**config.mk**
```make
export PLATFORM = sky130hd
export DESIGN_NAME = fp_add_sched
export DESIGN_NICKNAME = d
export VERILOG_FILES = /design/src/rtl/fp_add_sched_pkg.sv /design/src/rtl/fp_add.sv /design/src/rtl/fp_add_sched_fifo.sv /design/src/rtl/fp_add_sched.sv
export SDC_FILE = /design/constraint.sdc
export NUM_CORES = 1
export LEC_CHECK = 0
export CORE_ASPECT_RATIO = 1.25
export CORE_UTILIZATION = 24
export CTS_CLUSTER_DIAMETER = 150
export DETAILED_ROUTE_END_ITERATION = 8
export HOLD_SLACK_MARGIN = 0.1
export MAX_ROUTING_LAYER = met4
export SYNTH_ARGS = -nofsm -noshare
export SYNTH_HDL_FRONTEND = slang
export SYNTH_SLANG_ARGS = --single-unit
export TNS_END_PERCENT = 20
```
**constraint.sdc**
```tcl
create_clock -name clk -period 9.63 [get_ports clk]
set_clock_uncertainty 0.05 [all_clocks]
set_input_delay 1.926 -clock clk [delete_from_list [all_inputs] [get_ports clk]]
set_output_delay 1.926 -clock clk [all_outputs]
set_load 0.005 [all_outputs]
```
**src/rtl/fp_add_sched_pkg.sv**
```systemverilog
// Shared types and constants for the fp_add scheduling slice.
// Used by the scheduler top, its result FIFO and the shared adder.
package fp_add_sched_pkg;
    localparam int FP_ADD_LAT = 4;

    typedef logic [31:0] fp32_t;

    function automatic logic [15:0] sat_inc16(input logic [15:0] v);
        return (v == 16'hFFFF) ? v : v + 16'd1;
    endfunction
endpackage

```
**src/rtl/fp_add.sv**
```systemverilog
// Shared fp32 adder, 4 registered stages, no backpressure; truncating rounding.
// Zero/denormal operands carry no hidden bit; Inf/NaN are not specially propagated.
import fp_add_sched_pkg::*;

module fp_add (
    input  logic  clk,
    input  logic  rst,
    input  logic  in_vld,
    input  fp32_t a,
    input  fp32_t b,
    output logic  sum_vld,
    output fp32_t sum
);
    logic        a_big;
    fp32_t       big;
    fp32_t       sml;
    logic [7:0]  d;
    logic [25:0] m_big;
    logic [25:0] m_sml;

    logic        v1, s1, sub1, v2, s2, v3;
    logic [7:0]  e1, e2;
    logic [25:0] mb1, ms1;
    logic [26:0] mag2;
    logic [4:0]  lz;
    logic [25:0] norm;
    fp32_t       res_n, r3;

    assign a_big = (a[30:0] >= b[30:0]);
    assign big   = a_big ? a : b;
    assign sml   = a_big ? b : a;
    assign d     = big[30:23] - sml[30:23];
    assign m_big = {|big[30:23], big[22:0], 2'b00};
    assign m_sml = {|sml[30:23], sml[22:0], 2'b00};

    // Normalise: carry-out shifts right one, otherwise shift the leading one up to bit 25.
    always_comb begin
        lz = '0;
        for (int i = 0; i < 26; i++)
            if (mag2[i]) lz = 5'(25 - i);
        norm  = mag2[25:0] << lz;
        res_n = '0;
        if (mag2[26]) begin
            if (e2 == 8'd254) res_n = {s2, 8'hFF, 23'd0};
            else              res_n = {s2, e2 + 8'd1, mag2[25:3]};
        end else if ((mag2[25:0] != '0) && (e2 > {3'b000, lz})) begin
            res_n = {s2, e2 - {3'b000, lz}, norm[24:2]};
        end
    end

    always_ff @(posedge clk or negedge rst) begin
        if (!rst) begin
            v1 <= 1'b0; s1 <= 1'b0; sub1 <= 1'b0; e1 <= '0; mb1 <= '0; ms1 <= '0;
            v2 <= 1'b0; s2 <= 1'b0; e2 <= '0; mag2 <= '0;
            v3 <= 1'b0; r3 <= '0;
            sum_vld <= 1'b0; sum <= '0;
        end else begin
            v1   <= in_vld;
            s1   <= big[31];
            sub1 <= big[31] ^ sml[31];
            e1   <= big[30:23];
            mb1  <= m_big;
            ms1  <= (d > 8'd25) ? '0 : (m_sml >> d);
            v2   <= v1;
            s2   <= s1;
            e2   <= e1;
            mag2 <= sub1 ? ({1'b0, mb1} - {1'b0, ms1}) : ({1'b0, mb1} + {1'b0, ms1});
            v3   <= v2;
            r3   <= res_n;
            sum_vld <= v3;
            sum     <= r3;
        end
    end
endmodule

```
**src/rtl/fp_add_sched_fifo.sv**
```systemverilog
// Sync FWFT result FIFO, registered storage; data visible the cycle after push.
// No backpressure of its own: the caller guarantees push is never issued while full without a pop.
import fp_add_sched_pkg::*;

module fp_add_sched_fifo #(
    parameter int DEPTH = 8,
    parameter int WIDTH = 32
) (
    input  logic             clk,
    input  logic             rst,
    input  logic             push,
    input  logic [WIDTH-1:0] push_dat,
    input  logic             pop,
    output logic [WIDTH-1:0] pop_dat,
    output logic             empty
);
    localparam int AW = $clog2(DEPTH);

    logic [AW:0]      wr_ptr;
    logic [AW:0]      rd_ptr;
    logic [WIDTH-1:0] mem [DEPTH];
    logic             full;

    assign empty   = (wr_ptr == rd_ptr);
    assign full    = (wr_ptr[AW] != rd_ptr[AW]) && (wr_ptr[AW-1:0] == rd_ptr[AW-1:0]);
    // Gate the head so the data outputs read zero whenever nothing is queued.
    assign pop_dat = empty ? '0 : mem[rd_ptr[AW-1:0]];

    always_ff @(posedge clk or negedge rst) begin
        if (!rst) begin
            wr_ptr <= '0;
            rd_ptr <= '0;
        end else begin
            if (push)
                wr_ptr <= wr_ptr + 1'b1;
            if (pop && !empty)
                rd_ptr <= rd_ptr + 1'b1;
        end
    end

    always_ff @(posedge clk) begin
        if (push)
            mem[wr_ptr[AW-1:0]] <= push_dat;
    end

    a_no_overflow: assert property (@(posedge clk) disable iff (!rst) !(push && full && !pop));
endmodule

```
**src/rtl/fp_add_sched.sv**
```systemverilog
// Round-robin sharing of one fp_add among NUM_REQ requesters; issue to res_vld is 6 cycles.
// Credits cover S0 + adder + FIFO, so req_rdy drops when FIFO_DEPTH results are owed; FP_ADD_SCHED_STATS_EN adds grant_cnt.
import fp_add_sched_pkg::*;

module fp_add_sched #(
    parameter int NUM_REQ    = 4,
    parameter int FIFO_DEPTH = 8,
    parameter int TAG_W      = $clog2(NUM_REQ)
) (
    input  logic                 clk,
    input  logic                 rst,
    input  logic [NUM_REQ-1:0]   req_vld,
    output logic [NUM_REQ-1:0]   req_rdy,
    input  logic [NUM_REQ*32-1:0] req_a,
    input  logic [NUM_REQ*32-1:0] req_b,
    output logic                 res_vld,
    input  logic                 res_rdy,
    output fp32_t                res_sum,
    output logic [TAG_W-1:0]     res_tag,
    output logic                 busy
`ifdef FP_ADD_SCHED_STATS_EN
    ,
    output logic [NUM_REQ*16-1:0] grant_cnt
`endif
);
    localparam int CW = $clog2(FIFO_DEPTH + 1);

    typedef struct packed { logic [TAG_W-1:0] tag; fp32_t sum; } res_t;
    typedef struct packed { logic vld; logic [TAG_W-1:0] tag; } tp_t;

    logic [TAG_W-1:0]        rr_ptr, gnt_idx, s0_tag;
    logic                    gnt_any, credit_ok, issue, pop, fifo_empty;
    logic [CW-1:0]           cred_cnt;
    logic                    s0_vld, add_vld;
    fp32_t                   s0_a, s0_b, add_sum;
    tp_t [FP_ADD_LAT-1:0]    tpipe;
    res_t                    head;

    // Scan from the highest wrap offset down so the nearest requester at/after rr_ptr wins.
    always_comb begin
        gnt_any = 1'b0;
        gnt_idx = '0;
        for (int k = NUM_REQ - 1; k >= 0; k--) begin
            if (req_vld[(int'(rr_ptr) + k) % NUM_REQ]) begin
                gnt_any = 1'b1;
                gnt_idx = TAG_W'((int'(rr_ptr) + k) % NUM_REQ);
            end
        end
    end

    assign credit_ok = (cred_cnt < CW'(FIFO_DEPTH));
    assign issue     = gnt_any && credit_ok && rst;
    assign req_rdy   = issue ? (NUM_REQ'(1) << gnt_idx) : '0;
    assign pop       = res_vld && res_rdy;
    assign busy      = (cred_cnt != '0);

    always_ff @(posedge clk or negedge rst) begin
        if (!rst) begin
            rr_ptr   <= '0;
            cred_cnt <= '0;
            s0_vld   <= 1'b0;
            s0_tag   <= '0;
            s0_a     <= '0;
            s0_b     <= '0;
            tpipe    <= '0;
        end else begin
            if (issue) begin
                rr_ptr <= (gnt_idx == TAG_W'(NUM_REQ - 1)) ? '0 : gnt_idx + 1'b1;
                s0_tag <= gnt_idx;
                s0_a   <= req_a[gnt_idx*32 +: 32];
                s0_b   <= req_b[gnt_idx*32 +: 32];
            end
            s0_vld <= issue;
            tpipe  <= {tpipe[FP_ADD_LAT-2:0], tp_t'{vld: s0_vld, tag: s0_tag}};
            case ({issue, pop})
                2'b10:   cred_cnt <= cred_cnt + 1'b1;
                2'b01:   cred_cnt <= cred_cnt - 1'b1;
                default: cred_cnt <= cred_cnt;
            endcase
        end
    end

    fp_add u_add (
        .clk     (clk),
        .rst     (rst),
        .in_vld  (s0_vld),
        .a       (s0_a),
        .b       (s0_b),
        .sum_vld (add_vld),
        .sum     (add_sum)
    );

    // The tag pipe, not the adder's valid, drives the push so reset can never leave phantoms.
    fp_add_sched_fifo #(.DEPTH(FIFO_DEPTH), .WIDTH($bits(res_t))) u_fifo (
        .clk      (clk),
        .rst      (rst),
        .push     (tpipe[FP_ADD_LAT-1].vld),
        .push_dat (res_t'{tag: tpipe[FP_ADD_LAT-1].tag, sum: add_sum}),
        .pop      (pop),
        .pop_dat  (head),
        .empty    (fifo_empty)
    );

    assign res_vld = !fifo_empty;
    assign res_sum = head.sum;
    assign res_tag = head.tag;

    a_lockstep: assert property (@(posedge clk) disable iff (!rst) add_vld == tpipe[FP_ADD_LAT-1].vld);

`ifdef FP_ADD_SCHED_STATS_EN
    logic [NUM_REQ-1:0][15:0] gcnt;

    always_ff @(posedge clk or negedge rst) begin
        if (!rst)
            gcnt <= '0;
        else if (issue)
            gcnt[gnt_idx] <= sat_inc16(gcnt[gnt_idx]);
    end

    assign grant_cnt = gcnt;
`endif
endmodule

```
==> reports/metrics.yaml, run 1 <==
cts.sinks: 525
portBuffers: 302
yosysTopAreaCellShare: 0.2986
drtIter0Drc: 1007
numCtsBuffers: 54
coreArea_um2: 113100
grt_max_degree: 82
grtUsageTotal: 0.1274
synth_edf_count: 272
outcome: "finished, final reports clean"
gp_congestion: 0.8999
synth_cell_types: 95
placed_cell_area_um2: 31920
overflow: 0
drive_gt1_frac: 0.09396
cts_root_buf: "clkbuf_16"
rsz0062_at_grt: "false"
synth_top_flop_cell: "edfxtp_1"
routed_wl_um: 72200
synthTopCellsByCount: "352 x nand2_1, 272 x edfxtp_1, 253 x dfrtp_1, 226 x nor2_1, 191 x o21ai_0"
worstSetupEndpointType: "primary output"
h-tree-depth: 2
synth.area.top_cells: "edfxtp_1 30%, dfrtp_1 23%, mux2i_1 6.6%"
synth_seq_cells: 525
die_area_um2: 115300
fmaxAchievable_mhz: 152.4
cap_violations: 0
hold_buffers: 0
finalCritPeriodShare: 0.6812
fp.dieH_um: 379.4
die_x_um: 303.9
worstSetupPathType: "in2out"
grt_pass1_vias: 19670
critPathSlowestCell: "or3_4"
grt_pass1_wl_um: 113000
dp_hpwl_um: 51030
cts_tree: "done"
finalSetupViolCount: 0
routedWlPerCell_um: 17.04
vdd_drop_max_v: 0.0003796
tightest_slew_ns: 1.069
yosysMostFrequentCell: "nand2_1"
synth_fp_nets: 2845
start_kind: "input port"
rows: 138
cp_common_cell: "clkdlybuf4s50_1"
postRouteAntennaNets: 0
hold_violations: 0
diodes: 0
clock_latency_ns: 0.62
synth_area_um2: 27350
ys_async_sr_fraction: 0.4819
synth_area_per_cell_um2: 11.02
min-delay-path-class: "reg2reg"
cp_max_fo: 59
drt_first_pass_iters: 7
final_area_um2: 33720
route.detailed.drc: 0
detailroute.via_count: 19457
slew_viol_final: 0
min_period_ns: 6.560
crit_arrival_ns: 4.58
cp.required_ns: 7.65
static-leakage-power_nw: 13.22
yosysWarnings: 0
max_slew_margin: 0.2861
clkTransAtPathRegs_ns: 0.06
synth_top_area_cell: "edfxtp_1"
worstPathCellList: "clkdlybuf4s50_1 -> mux2i_1 -> nor2_1 -> or3_4 -> inv_4 -> ha_1 -> and2_1 -> clkdlybuf4s50_1"
p_per_area_nw_per_um2: 392.9
cts_setup_buffers: 0
cts-resized-gates: 0
pin_count: 303
fin_tns_setup_ns: 0
cpPeakStageDelay_ns: 0.53
area.growth.synth_to_final_pct: 23.30
netlist_instances: 2482
antenna_found_initial: 0
seq_area_frac_synth: 0.5301
final_nets: 3087
viasPerCell: 4.592
cts_max_path_buffers: 3
initial_core_util: 0.2418
cell type report:
class | instances | area (um^2)
Tap cell | 1470 | 1839
Sequential cell | 525 | 14510
Clock buffer | 75 | 1551
Clock inverter | 24 | 249.0
Fill cell | 11526 | 79370
Inverter | 102 | 385.4
Multi-Input combinational cell | 1705 | 11910
Timing Repair Buffer | 336 | 3283
metal layers:
metal  vias up  wire [um]  global-route usage  share of wire
met5         -          0                   -              0
met4         0       1640             0.03247          0.023
met3       108       3155             0.01526          0.044
met2       553      35800              0.2178           0.50
met1      9363      31610              0.1596           0.44
li1       9433          -                   -              -
worst max-delay path: cells and delay by family:
kind	cells	cell delay (ns)
muxes	1	0.15
buffers and inverters	3	1.47
adders and majority gates	1	0.26
and+or+nand+nor	3	0.71
state kept, by name (all words and copies together), names as in the netlist, 8 cells and up:
signal	cells
s0_a	32
s0_b	32
tpipe	12
u_add.e1	8
u_add.e2	8
u_add.mag2	27
u_add.mb1	24
u_add.ms1	26
u_add.r3	32
u_add.sum	32
u_fifo.mem	272
layout by cell type (no fill, tap or decap), drive strengths merged, types with 10 or more instances in the layout:
cell type | synthesis | routed
clkbuf | 106 | 75
clkinv | 1 | 19
edfxtp | 272 | 272
ha | 97 | 97
and2 | 16 | 16
nor4 | 14 | 14
xnor2 | 27 | 27
a21o | 19 | 19
nor2 | 226 | 226
nand4 | 10 | 10
nand2b | 13 | 13
mux4 | 68 | 68
o31ai | 11 | 11
a21oi | 79 | 79
mux2 | 12 | 12
nand2 | 353 | 353
nor2b | 11 | 11
o221ai | 11 | 11
xor2 | 20 | 20
nand3 | 144 | 144
mux2i | 179 | 179
nor3 | 29 | 29
clkdlybuf4s50 | 0 | 301
a31oi | 10 | 10
dfrtp | 253 | 253
o21bai | 16 | 16
buf | 44 | 35
a211oi | 20 | 20
o21ai | 201 | 201
inv | 101 | 101
path summary, 6_finish.rpt:
path                            endpoint  cells after the start          from  slack (ns)
setup reg to reg           u_add.ms1[24]                     18      s0_b[28]        4.53
hold reg to reg            u_add.sum[25]                      0  u_add.r3[25]        0.29
setup / recovery              req_rdy[3]                      8    req_vld[0]        3.07
min in group asynchronous   u_add.sum[0]                      1           rst        1.18
hold / removal             u_add.sum[25]                      0  u_add.r3[25]        0.29
max in group asynchronous       s0_a[10]                      3           rst        6.32
per-stage QoR:
step	std cells	hold WS [ns]	util	worst slack [ns]	total power, mW
2_1_floorplan	2482	0.2812	-	4.121	9.025
3_3_place_gp	4138	0.2847	0.2823	3.023	11.17
3_5_place_dp	4138	0.2847	0.2823	3.045	11.23
4_1_cts	4237	0.2991	0.2982	3.030	13.35
5_1_grt	4237	0.3012	0.2982	2.908	14.25
6_report	4237	0.2904	0.2982	3.070	13.25
power breakdown:
group | leakage, nW | switching, mW | total (mW) | internal (mW)
clock | 0.879 | 0.887 | 2.07 | 1.19
combinational | 6.73 | 4.34 | 7.33 | 3.00
sequential | 5.61 | 0.640 | 3.84 | 3.20
total | 13.2 | 5.86 | 13.3 | 7.39
kinds of logic (layout without fill, tap and decap cells):
kind of cell | after synthesis | count (layout) | share of synthesized area
and+or+nand+nor | 839 | 839 | 0.1337
DFF | 525 | 525 | 0.5301
AOI/OAI and AO/OA | 460 | 460 | 0.1108
muxes | 259 | 259 | 0.1264
buffers and inverters | 252 | 537 | 0.03733
adders and majority gates | 100 | 100 | 0.04657
xor gates and xnor gates | 47 | 47 | 0.01505
Note: power is estimated with default switching activity, not from simulation.
==> run 2: changes to the inputs <==
- clock period: 9.63 -> 6.4 ns (I/O delays scaled with it)
==> run 2 against run 1 <==
Against the previous run:
- final cell count about the same
- largest cell class unchanged
- via count fell by 0.63%
- combinational power increased by 50%
- setup slack got worse by 1.8 ns
==> reports/metrics.yaml, run 2 (synthesis gave the netlist of run 1 again) <==
outcome: "finished, final reports clean"
final_area_um2: 33750  # about the same
critPathSlowestCell: "clkdlybuf4s50_1"
h-tree-depth: 2  # unchanged
cp_max_fo: 43  # -27%
cts_max_path_buffers: 3  # unchanged
detailroute.via_count: 19335  # -0.63%
postRouteAntennaNets: 0  # unchanged
initial_core_util: 0.2418  # unchanged
reg2regPathDepth: 18  # unchanged
cts_setup_buffers: 0  # unchanged
portBuffers: 302  # unchanged
finalSetupViolCount: 0  # unchanged
dp_hpwl_um: 52020  # +1.9%
cts_tree: "done"
viasPerCell: 4.560  # -0.70%
start_kind: "input port"
worstSetupEndpointType: "primary output"
min_period_ns: 5.139
cp_top_family: "buffers and inverters"
worstPathCellList: "clkdlybuf4s50_1 -> nor2_1 -> or3_4 -> inv_4 -> ha_1 -> and2_1 -> clkdlybuf4s50_1"
clkTransAtPathRegs_ns: 0.06  # about the same
nFillCells: 11599  # +0.63%
rows: 138  # unchanged
routed_wl_um: 72600  # +0.54%
route.detailed.drc: 0  # unchanged
cp.required_ns: 5.07  # -2.58 ns
pin_count: 303  # unchanged
tightest_slew_ns: 1.046  # -0.02242 ns
grt_max_degree: 90  # +9.8%
antenna_found_initial: 1  # +1
top_usage_layer: "met2"
fin_tns_setup_ns: 0  # unchanged
cts_root_buf: "clkbuf_16"
diodes: 0  # unchanged
overflow: 0  # unchanged
die_area_um2: 115300  # unchanged
fmaxAchievable_mhz: 194.6
p_total_mw: 19.96  # +51%
area.growth.synth_to_final_pct: 23.39  # about the same
grtUsageTotal: 0.1285  # +0.001056
cts-resized-gates: 0  # unchanged
placed_cell_area_um2: 31970  # +0.14%
grt_pass1_wl_um: 114200  # +1.1%
slew_viol_final: 0  # unchanged
rrSetupSlack_ns: 1.43  # -3.10 ns
gr-usage-met3: 0.01415  # -0.001114
static-leakage-power_nw: 13.25  # +0.22%
routedWlPerCell_um: 17.12  # +0.47%
clock_latency_ns: 0.62  # about the same
cp_common_cell: "clkdlybuf4s50_1"
layout_commonest_cell: "nand2_1"
finalCritPeriodShare: 0.8030
vdd_drop_max_v: 0.0005292  # +39%
final_cell_mix: "352 x nand2_1, 301 x clkdlybuf4s50_1, 272 x edfxtp_1, 250 x dfrtp_1, 219 x nor2_1"
cpPeakStageDelay_ns: 0.58  # +0.05 ns
die_x_um: 303.9  # unchanged
cap_violations: 0  # unchanged
drt_first_pass_iters: 5  # -2
cts.sinks: 525  # unchanged
hold_violations: 0  # unchanged
crit_arrival_ns: 3.81  # -0.77 ns
hold_depth: 0  # unchanged
final_nets: 3091  # +0.13%
coreArea_um2: 113100  # unchanged
largest_reg_flops: 272  # unchanged
drtIter0Drc: 1095  # +8.7%
rsz0062_at_grt: "false"
hold_buffers: 0  # unchanged
grt_util_met2: 0.2217  # +0.003843
drive_gt1_frac: 0.09422  # +0.0002592
min-delay-path-class: "reg2reg"
path_buf_inv: 3  # unchanged
worstSetupPathDepth: 7  # -1
gp_congestion: 0.8943  # -0.62%
max_slew_margin: 0.3005  # +0.01436
p_per_area_nw_per_um2: 591.3  # +50%
grt_pass1_vias: 19619  # -0.26%
worstSetupPathType: "in2out"
numCtsBuffers: 52  # -3.7%
fp.dieH_um: 379.4  # unchanged
grtUsageMet1: 0.1597  # about the same
-- run 2: cell count changes in the layout (fill, tap and decap cells not counted), moves of 2 or more --
cell,previous run,this run
buf_4,34,40
clkinv_2,13,8
clkbuf_16,55,52
clkbuf_8,10,13
clkinv_1,1,4
clkinvlp_4,4,1
bufinv_16,2,4
-- run 2: per-layer routing --
layer,up-vias,routed length [um]
met1,9290,31730
met4,0,1573
met2,514,36530
li1,9442,-
met3,89,2761
met5,-,0
-- run 2: final timing paths --
| kind | start | endpoint |
|---|---|---|
| worst min register to register | u_add.r3[28] | u_add.sum[28] |
| worst max-delay path | req_vld[3] | req_rdy[3] |
| max in group asynchronous | rst | u_add.mb1[11] |
| worst max register to register | s0_b[26] | u_add.ms1[24] |
| min in group asynchronous | rst | u_fifo.rd_ptr[0] |
| worst min-delay path | u_add.r3[28] | u_add.sum[28] |
-- run 2: stage by stage --
stage	cells	util	setup WS, ns	hold WS, ns
global route	4240	0.2984	0.9648	0.2997
detailed placement	4144	0.2827	1.276	0.2847
global placement	4144	0.2827	1.280	0.2817
CTS	4240	0.2984	1.266	0.2959
floorplan	2482	-	1.997	0.2812
finish	4240	0.2984	1.261	0.2945
-- run 2: cell type report --
cell class                 instances  area (um^2)  share of cell area
timing repair buffer             342         3328             0.09862
inverter                         102        385.4             0.01142
clock inverter                    22        266.5            0.007897
multi-input combinational       1705        11910              0.3529
clock buffer                      74         1514             0.04486
tap                             1470         1839             0.05450
sequential                       525        14510              0.4298
-- run 2: report_power, final --
group | internal, mW | leakage (nW) | switching, mW
Clock | 1.82 | 0.877 | 1.30
Sequential | 4.82 | 5.61 | 0.978
Combinational | 4.53 | 6.76 | 6.51
Total | 11.2 | 13.2 | 8.79
==> run 3: changes to the inputs <==
- clock period: 6.4 -> 4.96 ns (I/O delays scaled with it)
==> run 3 against run 2 <==
Against the previous run:
- clock-buffer cell count is 2 lower
- first-iteration DRC count is 7.6% higher
- routed wire length is 0.32% higher
- sequential power is 27% higher
- sequential cell count stayed put
- combinational power is 33% higher
- register-to-register slack worse by 0.80 ns
- final cell count is 0.21% higher
- sequential share of layout area is 0.089 points lower
- global-route usage hardly changed
==> reports/metrics.yaml, run 3 (synthesis gave the netlist of run 1 again) <==
grtUsageMet1: 0.1619  # +0.002265
routed_wl_um: 72830  # +0.32%
clkTransAtPathRegs_ns: 0.07  # about the same
utilization: 0.2990  # +0.0006190
cp.required_ns: 5.45  # +0.38 ns
layout_commonest_cell: "nand2_1"
grt_pass1_vias: 19494  # -0.64%
fin_tns_setup_ns: 0  # unchanged
tightest_slew_ns: 1.056  # +0.009642 ns
outcome: "finished, final reports clean"
gr-usage-met3: 0.01632  # +0.002172
viasPerCell: 4.590  # +0.65%
die_area_um2: 115300  # unchanged
route.detailed.drc: 0  # unchanged
p_per_area_nw_per_um2: 768.6  # +30%
postRouteAntennaNets: 0  # unchanged
dp_hpwl_um: 51740  # -0.55%
worstSetupEndpointType: "register"
min_period_ns: 4.334
cts.sinks: 525  # unchanged
whs_ns: 0.2284  # -0.06617 ns
crit_end: "u_add.ms1[7]"
gp_congestion: 0.9179  # +2.6%
grt_util_met2: 0.2164  # -0.005267
rsz0062_at_grt: "false"
grt_max_degree: 79  # -12%
cts_tree: "done"
cts_setup_buffers: 0  # unchanged
max_slew_margin: 0.2953  # -0.005129
hold_violations: 0  # unchanged
cp-startpoint: "s0_a[8]"
worstSetupPathType: "reg2reg"
numCtsBuffers: 52  # unchanged
grt_pass1_wl_um: 113900  # -0.24%
rrSetupSlack_ns: 0.63  # -0.80 ns
initial_core_util: 0.2418  # unchanged
die_x_um: 303.9  # unchanged
slew_viol_final: 0  # unchanged
fp.dieH_um: 379.4  # unchanged
drt_first_pass_iters: 5  # unchanged
vdd_drop_max_v: 0.0006019  # +14%
coreArea_um2: 113100  # unchanged
cts_max_path_buffers: 3  # unchanged
cp_max_fo: 6  # -86%
final_cell_mix: "352 x nand2_1, 301 x clkdlybuf4s50_1, 272 x edfxtp_1, 250 x dfrtp_1, 219 x nor2_1"
rows: 138  # unchanged
area.growth.synth_to_final_pct: 23.65
static-leakage-power_nw: 13.27  # +0.20%
largest_reg_flops: 272  # unchanged
clock_latency_ns: 0.61  # about the same
portBuffers: 302  # unchanged
final_nets: 3100  # +0.29%
r2r_start: "s0_a[8]"
fmaxAchievable_mhz: 230.7
start_kind: "register"
diodes: 0  # unchanged
min-delay-path-class: "in2async"
cts-resized-gates: 0  # unchanged
top_usage_layer: "met2"
routedWlPerCell_um: 17.14  # +0.11%
grtUsageTotal: 0.1285  # about the same
detailroute.via_count: 19502  # +0.86%
timing.rr.end: "u_add.ms1[7]"
overflow: 0  # unchanged
cap_violations: 0  # unchanged
hold_buffers: 0  # unchanged
finalCritPeriodShare: 0.8738
finalSetupViolCount: 0  # unchanged
drtIter0Drc: 1178  # +7.6%
crit_arrival_ns: 4.82  # +1.01 ns
h-tree-depth: 2  # unchanged
drive_gt1_frac: 0.09536  # +0.001134
reg2regPathDepth: 17  # -1
antenna_found_initial: 0  # -1
pin_count: 303  # unchanged
cts_root_buf: "clkbuf_16"
[run 3: changes by cell type in the layout (fill, tap and decap cells not counted)]
cell | previous run | this run
clkinv_2 | 8 | 7
inv_8 | 1 | 0
clkinvlp_4 | 1 | 3
clkbuf_8 | 13 | 8
clkbuf_1 | 9 | 11
clkinv_4 | 3 | 2
buf_4 | 40 | 46
clkinv_1 | 4 | 7
buf_12 | 0 | 3
clkbuf_16 | 52 | 53
[run 3: worst min path at each step]
stage                 startpoint             to  slack, ns
floorplan               tpipe[7]      tpipe[10]       0.28
global route                 rst         s0_vld       0.24
global placement    u_add.r3[26]  u_add.sum[26]       0.28
CTS                          rst         s0_vld       0.22
detailed placement      tpipe[8]      tpipe[11]       0.28
finish                       rst         s0_vld       0.23
[run 3: final cells by class]
class,instances,area [um^2]
well taps,1470,1839
repair buffers,351,3433
multi-input cells,1705,11910
clock buffers,72,1478
inverters,102,385.4
clock inverters,24,267.8
fillers,11556,79280
flip-flops and latches,525,14510
[run 3: stage by stage]
stage / power [mW] / worst slack (ns) / std cells / cell area, um^2
6_report: 25.99 / 0.6259 / 4249 / 33820
2_1_floorplan: 17.52 / 0.5565 / 2482 / 27350
3_5_place_dp: 22.15 / 0.6794 / 4153 / 32070
4_1_cts: 26.20 / 0.6601 / 4249 / 33820
5_1_grt: 27.93 / 0.3415 / 4249 / 33820
3_3_place_gp: 22.11 / 0.7024 / 4153 / 32070
[run 3: worst max-delay path: stages, from the launching register on]
cell	delay (ns)
dfrtp_1	0.41
ha_1	0.32
a21oi_1	0.14
o21ai_1	0.11
a2111o_1	0.51
o21ai_1	0.36
nand3_2	0.14
a21oi_2	0.26
ha_1	0.21
nand2_1	0.07
o31ai_2	0.10
a31oi_4	0.08
a31oi_4	0.23
o21ai_0	0.11
o31ai_1	0.36
and2_1	0.23
and4b_1	0.43
o2bb2ai_2	0.14
[run 3: power by group]
| group | switching (mW) | internal (mW) |
|---|---|---|
| Sequential | 1.15 | 6.22 |
| Combinational | 8.63 | 6.01 |
| Clock | 1.68 | 2.30 |
[run 3: metal layers]
metal  vias to the layer above  part of all wire  wire length [um]
met3                       107             0.044              3202
met5                         -                 0                 0
li1                       9446                 -                 -
met4                         0             0.026              1903
met2                       606              0.49             35630
met1                      9343              0.44             32100
